===== src/rtl/pu_riscv_rf_wb_arb.sv =====
// Shares the integer register file write port between NREQ writeback requesters and the debug unit.
// Also keeps a busy scoreboard. Define RF_WB_ARB_FIXED_PRIO_EN for fixed priority (lowest index wins) instead of round-robin.
module pu_riscv_rf_wb_arb #(
  parameter int XLEN    = 64,
  parameter int AR_BITS = 5,
  parameter int NREQ    = 3
) (
  input  logic                    clk,
  input  logic                    rstn,
  input  logic [NREQ-1:0]         req_valid,
  output logic [NREQ-1:0]         req_ready,
  input  logic [NREQ*AR_BITS-1:0] req_dst,
  input  logic [NREQ*XLEN-1:0]    req_dat,
  input  logic                    iss_valid,
  input  logic [AR_BITS-1:0]      iss_dst,
  output logic [31:0]             busy,
  input  logic                    du_stall,
  input  logic                    du_we_rf,
  input  logic [11:0]             du_addr,
  input  logic [XLEN-1:0]         du_dato,
  output logic                    du_ack,
  output logic [AR_BITS-1:0]      rf_dst,
  output logic [XLEN-1:0]         rf_dstv,
  output logic                    rf_we
);

  localparam int PW = (NREQ > 1) ? $clog2(NREQ) : 1;

  typedef enum logic [1:0] {IDLE, DBG_WR, DBG_ACK} state_t;

  state_t              state_reg, state_next;
  logic [AR_BITS-1:0]  dbg_addr_reg, dbg_addr_next;
  logic [XLEN-1:0]     dbg_dat_reg, dbg_dat_next;
  logic                rf_we_reg, rf_we_next;
  logic [AR_BITS-1:0]  rf_dst_reg, rf_dst_next;
  logic [XLEN-1:0]     rf_dstv_reg, rf_dstv_next;
  logic                du_ack_reg, du_ack_next;
  logic [31:0]         busy_reg, busy_next;

  logic                dbg_start;
  logic                arb_en;
  logic                grant_any;
  logic [PW-1:0]       grant_idx;
  logic [AR_BITS-1:0]  grant_dst;
  logic [XLEN-1:0]     grant_dat;

  logic [AR_BITS-1:0]  dst_arr [NREQ];
  logic [XLEN-1:0]     dat_arr [NREQ];

  logic unused_du_addr;
  assign unused_du_addr = &{1'b0, du_addr[11:AR_BITS]};

  generate
    for (genvar gi = 0; gi < NREQ; gi++) begin : g_unpack
      assign dst_arr[gi] = req_dst[gi*AR_BITS +: AR_BITS];
      assign dat_arr[gi] = req_dat[gi*XLEN +: XLEN];
    end
  endgenerate

  // Debug claims the port in the very cycle it is seen, so requesters lose that cycle too.
  assign dbg_start = du_we_rf & du_stall;
  assign arb_en    = rstn && (state_reg == IDLE) && !dbg_start;

`ifdef RF_WB_ARB_FIXED_PRIO_EN
  always_comb begin
    grant_any = 1'b0;
    grant_idx = '0;
    for (int i = NREQ - 1; i >= 0; i--) begin
      if (req_valid[i]) begin
        grant_any = 1'b1;
        grant_idx = PW'(i);
      end
    end
    if (!arb_en) grant_any = 1'b0;
  end
`else
  logic [PW-1:0] ptr_reg, ptr_next;

  always_comb begin
    int idx;
    idx       = 0;
    grant_any = 1'b0;
    grant_idx = '0;
    for (int i = 0; i < NREQ; i++) begin
      idx = int'(ptr_reg) + i;
      if (idx >= NREQ) idx = idx - NREQ;
      if (!grant_any && req_valid[PW'(idx)]) begin
        grant_any = 1'b1;
        grant_idx = PW'(idx);
      end
    end
    if (!arb_en) grant_any = 1'b0;
  end

  always_comb begin
    ptr_next = ptr_reg;
    if (grant_any) ptr_next = (grant_idx == PW'(NREQ - 1)) ? '0 : grant_idx + 1'b1;
  end

  always_ff @(posedge clk or negedge rstn) begin
    if (!rstn) ptr_reg <= '0;
    else       ptr_reg <= ptr_next;
  end
`endif

  always_comb begin
    req_ready = '0;
    for (int i = 0; i < NREQ; i++) begin
      req_ready[i] = grant_any && (grant_idx == PW'(i));
    end
  end

  assign grant_dst = dst_arr[grant_idx];
  assign grant_dat = dat_arr[grant_idx];

  always_comb begin
    state_next    = state_reg;
    dbg_addr_next = dbg_addr_reg;
    dbg_dat_next  = dbg_dat_reg;
    rf_we_next    = 1'b0;
    rf_dst_next   = rf_dst_reg;
    rf_dstv_next  = rf_dstv_reg;
    du_ack_next   = 1'b0;
    case (state_reg)
      IDLE: begin
        if (dbg_start) begin
          state_next    = DBG_WR;
          dbg_addr_next = du_addr[AR_BITS-1:0];
          dbg_dat_next  = du_dato;
        end else if (grant_any) begin
          rf_we_next   = (grant_dst != '0);
          rf_dst_next  = grant_dst;
          rf_dstv_next = grant_dat;
        end
      end
      DBG_WR: begin
        rf_we_next   = (dbg_addr_reg != '0);
        rf_dst_next  = dbg_addr_reg;
        rf_dstv_next = dbg_dat_reg;
        du_ack_next  = 1'b1;
        state_next   = DBG_ACK;
      end
      DBG_ACK: begin
        // Holding here until the request drops prevents a second write from a level-held request.
        if (!du_we_rf) state_next = IDLE;
      end
      default: state_next = IDLE;
    endcase
  end

  generate
    for (genvar gi = 0; gi < 32; gi++) begin : g_busy
      if (gi == 0 || gi >= (1 << AR_BITS)) begin : g_const
        assign busy_next[gi] = 1'b0;
      end else begin : g_bit
        logic set_bit, clr_bit;
        assign set_bit = iss_valid && (iss_dst == AR_BITS'(gi));
        assign clr_bit = grant_any && (grant_dst == AR_BITS'(gi));
        assign busy_next[gi] = set_bit | (busy_reg[gi] & ~clr_bit);
      end
    end
  endgenerate

  always_ff @(posedge clk or negedge rstn) begin
    if (!rstn) begin
      state_reg    <= IDLE;
      dbg_addr_reg <= '0;
      dbg_dat_reg  <= '0;
      rf_we_reg    <= 1'b0;
      rf_dst_reg   <= '0;
      rf_dstv_reg  <= '0;
      du_ack_reg   <= 1'b0;
      busy_reg     <= '0;
    end else begin
      state_reg    <= state_next;
      dbg_addr_reg <= dbg_addr_next;
      dbg_dat_reg  <= dbg_dat_next;
      rf_we_reg    <= rf_we_next;
      rf_dst_reg   <= rf_dst_next;
      rf_dstv_reg  <= rf_dstv_next;
      du_ack_reg   <= du_ack_next;
      busy_reg     <= busy_next;
    end
  end

  assign rf_we   = rf_we_reg;
  assign rf_dst  = rf_dst_reg;
  assign rf_dstv = rf_dstv_reg;
  assign du_ack  = du_ack_reg;
  assign busy    = busy_reg;

endmodule


===== config.mk =====
export PLATFORM = sky130hd
export DESIGN_NAME = pu_riscv_rf_wb_arb
export DESIGN_NICKNAME = d
export VERILOG_FILES = /design/src/rtl/pu_riscv_rf_wb_arb.sv
export SDC_FILE = /design/constraint.sdc
export NUM_CORES = 1
export LEC_CHECK = 0
export CAP_MARGIN = 20
export CORE_AREA = 2 2 158 160
export DETAILED_ROUTE_END_ITERATION = 7
export DIE_AREA = 0 0 160 162
export GPL_ROUTABILITY_DRIVEN = 1
export MAX_ROUTING_LAYER = met4
export PLACE_DENSITY = 0.76
export SETUP_SLACK_MARGIN = 0.15
export SLEW_MARGIN = 20
export SYNTH_ARGS = -nofsm -noshare
export SYNTH_HDL_FRONTEND = slang
export SYNTH_SLANG_ARGS = --single-unit

===== constraint.sdc =====
create_clock -name clk -period 4.71 [get_ports clk]
set_clock_uncertainty 0.2 [all_clocks]
set_input_delay 0.942 -clock clk [delete_from_list [all_inputs] [get_ports clk]]
set_output_delay 0.942 -clock clk [all_outputs]
set_load 0.02 [all_outputs]

==> flow_summary.ini <==
[synth]
synth_top_area_frac = 0.4647
synthDistinctLibCells = 49
synth_mux_area_frac = 0.1550
synth_top_family_by_area = compound AO/OA/AOI/OAI gates
synth_fp_nets = 1266
ys_ff_latch = 175
synth_edf_count = 0
seq_area_frac_synth = 0.4647
synthAdderAreaFrac = 0.005311
synth-simple-area-share = 0.1143
synth.cell_area_sq_mm = 0.009423
syn_inst = 966
synth_compound_area_frac = 0.2151
synthArstFlopShare = 1.000
syn_area_per_cell_sq_um = 9.754
synthTopCellsByArea = dfrtp_1 (46%), mux2_2 (8.2%), mux2i_1 (7.0%)
synth_xor_xnor_area_share = 0
yosys_warnings = 0
synth-main-ff-cell = dfrtp_1
synth_top_area_cell = dfrtp_1

[die]
core-area_sq_mm = 0.02411
ioPinCount = 402
dieArea_sq_mm = 0.02592
start_util = 0.3909
std_cell_rows = 57
die_height_um = 162
die_w_um = 160

[sta]
rsz0062_at_grt = false
setup_viol = 0
tns_ns = 0
max_slew_margin = 0.3383
slew_violations = 0
final_hold_viol_count = 0
setup_ws_ns = 0.3725
worstMarginPinSlew_ns = 0.9925
fin_crit_ns = 4.338
fmax_ghz = 0.2305
period_share = 0.9209

[routing]
drtAntennaViolNets = 0
wl_um = 31290
via_per_inst = 5.370
route.detailed.drc = 0
vias = 8898
wl_per_cell_um = 18.88
drtIter0Drc = 471
drt-pass1-iter-count = 5

[cts]
cts_root_buf = clkbuf_16
cts_buffer_depth = 2
cts_buffers = 17
cts_max_level = 4
clk_pin_slew_ns = 0.08
clock-sinks = 175
cts-hold-fix-buffers = 0
insertion_delay_ns = 0.42
cts_tree = yes

[global_route]
grt_pass1_wl_um = 48130
grt_pass1_vias = 8891
grt_usage = 0.2436
grt_max_degree = 87
overflow = 0
antenna_found_initial = 1

[final_layout]
nets = 1619
area_growth_pct = 50.26
seq_area_sq_mm = 0.004379
drive_above_1_share = 0.1059
multi_input_area_sq_mm = 0.004661
fin_cells = 1657
utilization = 0.5874
num-fill-cells = 2244

[run_status]
status = finished clean

[power]
comb_power_share = 0.548
power.density_mw_per_mm2 = 578.4
clkPwrFrac = 0.169
switchingPower_mw = 3.536
switching_share = 0.4318
power.total_mw = 8.189
p_seq_frac = 0.283
p_leak_nw = 5.704
p_int_mw = 4.653
irDropWorstVdd_v = 0.0003369

[critical_path]
worst_path_dominant_cell_family = buffers and inverters
cp.required_ns = 3.57
crit_arrival_ns = 3.20
slowest_stage = clkdlybuf4s50_1
timing.critical_path.buf_inv = 2
path_class = primary input to output port
endpoint_kind = output port
crit_chain = clkdlybuf4s50_1, nand2b_1, a21o_1, a21oi_2, or2_4, nor3b_1, clkdlybuf4s50_1
cp-start-kind = primary input
cp_common_cell = clkdlybuf4s50_1
path_max_fanout = 8
cpPeakStageDelay_ns = 0.69

[placement]
place.port_buffers = 393
gp_congestion = 0.8885
dp_cells = 1624
preCtsSetupSlack_ns = 0.2855
hpwlAfterDp_um = 23250

[flow_run]
max-cap-violations = 0

[worst_hold_path]
hold_class = primary input to asynchronous set/reset pin
==> timing repair <==
item,in CTS,in global routing
setup buffers,0,0
resized for setup,0,3
endpoints found under the setup margin,0,3
==> layout make-up <==
class	instances	area share
antenna	2	0.0003535
clock buffer	17	0.03005
clock inverter	14	0.01016
inverter	19	0.005037
multi-input combinational	697	0.3292
sequential	175	0.3093
tap	324	0.02863
timing repair buffer	409	0.2873
==> metrics by stage <==
| step | area, sq um | hold WS [ns] |
|---|---|---|
| CTS | 14140 | 0.1664 |
| detailed placement | 13570 | 0.2962 |
| floorplan | 9423 | 0.2814 |
| global placement | 13570 | 0.2901 |
| finish | 14160 | 0.1780 |
| global route | 14160 | 0.1753 |
==> cell usage in the layout (no fill, tap or decap), types with 3 or more instances in the layout <==
| master | Yosys | layout |
|---|---|---|
| inv_8 | 0 | 4 |
| a32o_1 | 5 | 5 |
| nor2b_1 | 5 | 5 |
| nand3b_1 | 3 | 3 |
| inv_6 | 0 | 5 |
| o31ai_1 | 12 | 12 |
| o31ai_2 | 4 | 4 |
| a31oi_1 | 6 | 6 |
| clkdlybuf4s50_1 | 0 | 392 |
| nor3_1 | 6 | 5 |
| o22ai_1 | 5 | 5 |
| o211ai_1 | 15 | 15 |
| buf_4 | 6 | 15 |
| nand2b_1 | 10 | 9 |
| a21oi_1 | 131 | 130 |
| nand2_1 | 51 | 51 |
| a211o_1 | 64 | 64 |
| nand3_1 | 19 | 19 |
| a211oi_1 | 3 | 3 |
| mux2i_1 | 66 | 65 |
| nor2_1 | 144 | 143 |
| clkbuf_16 | 0 | 17 |
| dfrtp_1 | 175 | 175 |
| a22oi_1 | 4 | 4 |
| inv_1 | 19 | 18 |
| o22ai_2 | 4 | 4 |
| mux2_2 | 69 | 69 |
| ha_1 | 4 | 3 |
| o21ai_0 | 39 | 39 |
| o22a_1 | 4 | 4 |
==> path summary, 6_finish.rpt <==
kind | end | startpoint | cells past startpoint | slack (ns)
hold / removal | busy[1] | rstn | 1 | 0.18
setup reg to reg | rf_dstv[5] | ptr_reg[0] | 9 | 1.29
max in group asynchronous | rf_dstv[33] | rstn | 2 | 2.83
setup / recovery | req_ready[0] | req_valid[1] | 7 | 0.37
hold reg to reg | dbg_dat_reg[13] | dbg_dat_reg[13] | 1 | 0.31
min in group clk | dbg_dat_reg[13] | dbg_dat_reg[13] | 1 | 0.31
==> power groups by stage <==
stage | clock network [mW] | registers, mW | logic, mW
2_1_floorplan | 0 | 2.72 | 2.45
3_3_place_gp | 0 | 2.32 | 4.40
3_5_place_dp | 0 | 2.34 | 4.48
4_1_cts | 1.42 | 2.32 | 4.49
5_1_grt | 1.47 | 2.39 | 4.85
6_report | 1.38 | 2.32 | 4.49
==> logic make-up after synthesis <==
group / count (synthesis)
adder cells (fa/ha/maj): 4
buffers and inverters: 94
other: 1
flip-flops: 175
multiplexers: 136
AO/OA/AOI/OAI: 305
AND/OR/NAND/NOR: 251
==> Yosys cell counts (all sizes together), types with 2 or more instances <==
cell    number
and3b        2
mux2        69
inv         19
a32o         5
a31oi        6
o22ai        9
dfrtp      175
mux2i       67
a21oi      132
o211ai      15
nand2b      10
o22a         4
and2         2
nor3         6
o21ai       39
nand2       51
nor4         4
ha           4
nor2       145
buf         34
a21o         2
a22oi        5
nand3b       3
nor2b        5
nand3       19
a211oi       3
o31ai       16
clkbuf      41
a211o       64
==> routing by layer <==
layer,global-route usage,vias to the layer above,routed length (um)
li1,-,4185,-
met1,0.2828,4292,12150
met2,0.4158,361,16080
met3,0.05541,60,2169
met4,0.08968,0,898
met5,-,-,0
==> worst reg2reg max path, stage by stage (launching register included) <==
cell and delay (ns):
dfrtp_1 0.40, inv_1 0.08, ha_1 0.51, nand2b_1 0.16, a21o_1 0.17, nand2_1 0.13, o311ai_4 0.41, buf_4 0.78
a211o_1 0.37, a21oi_1 0.09
Power figures use the tool's default switching activity.
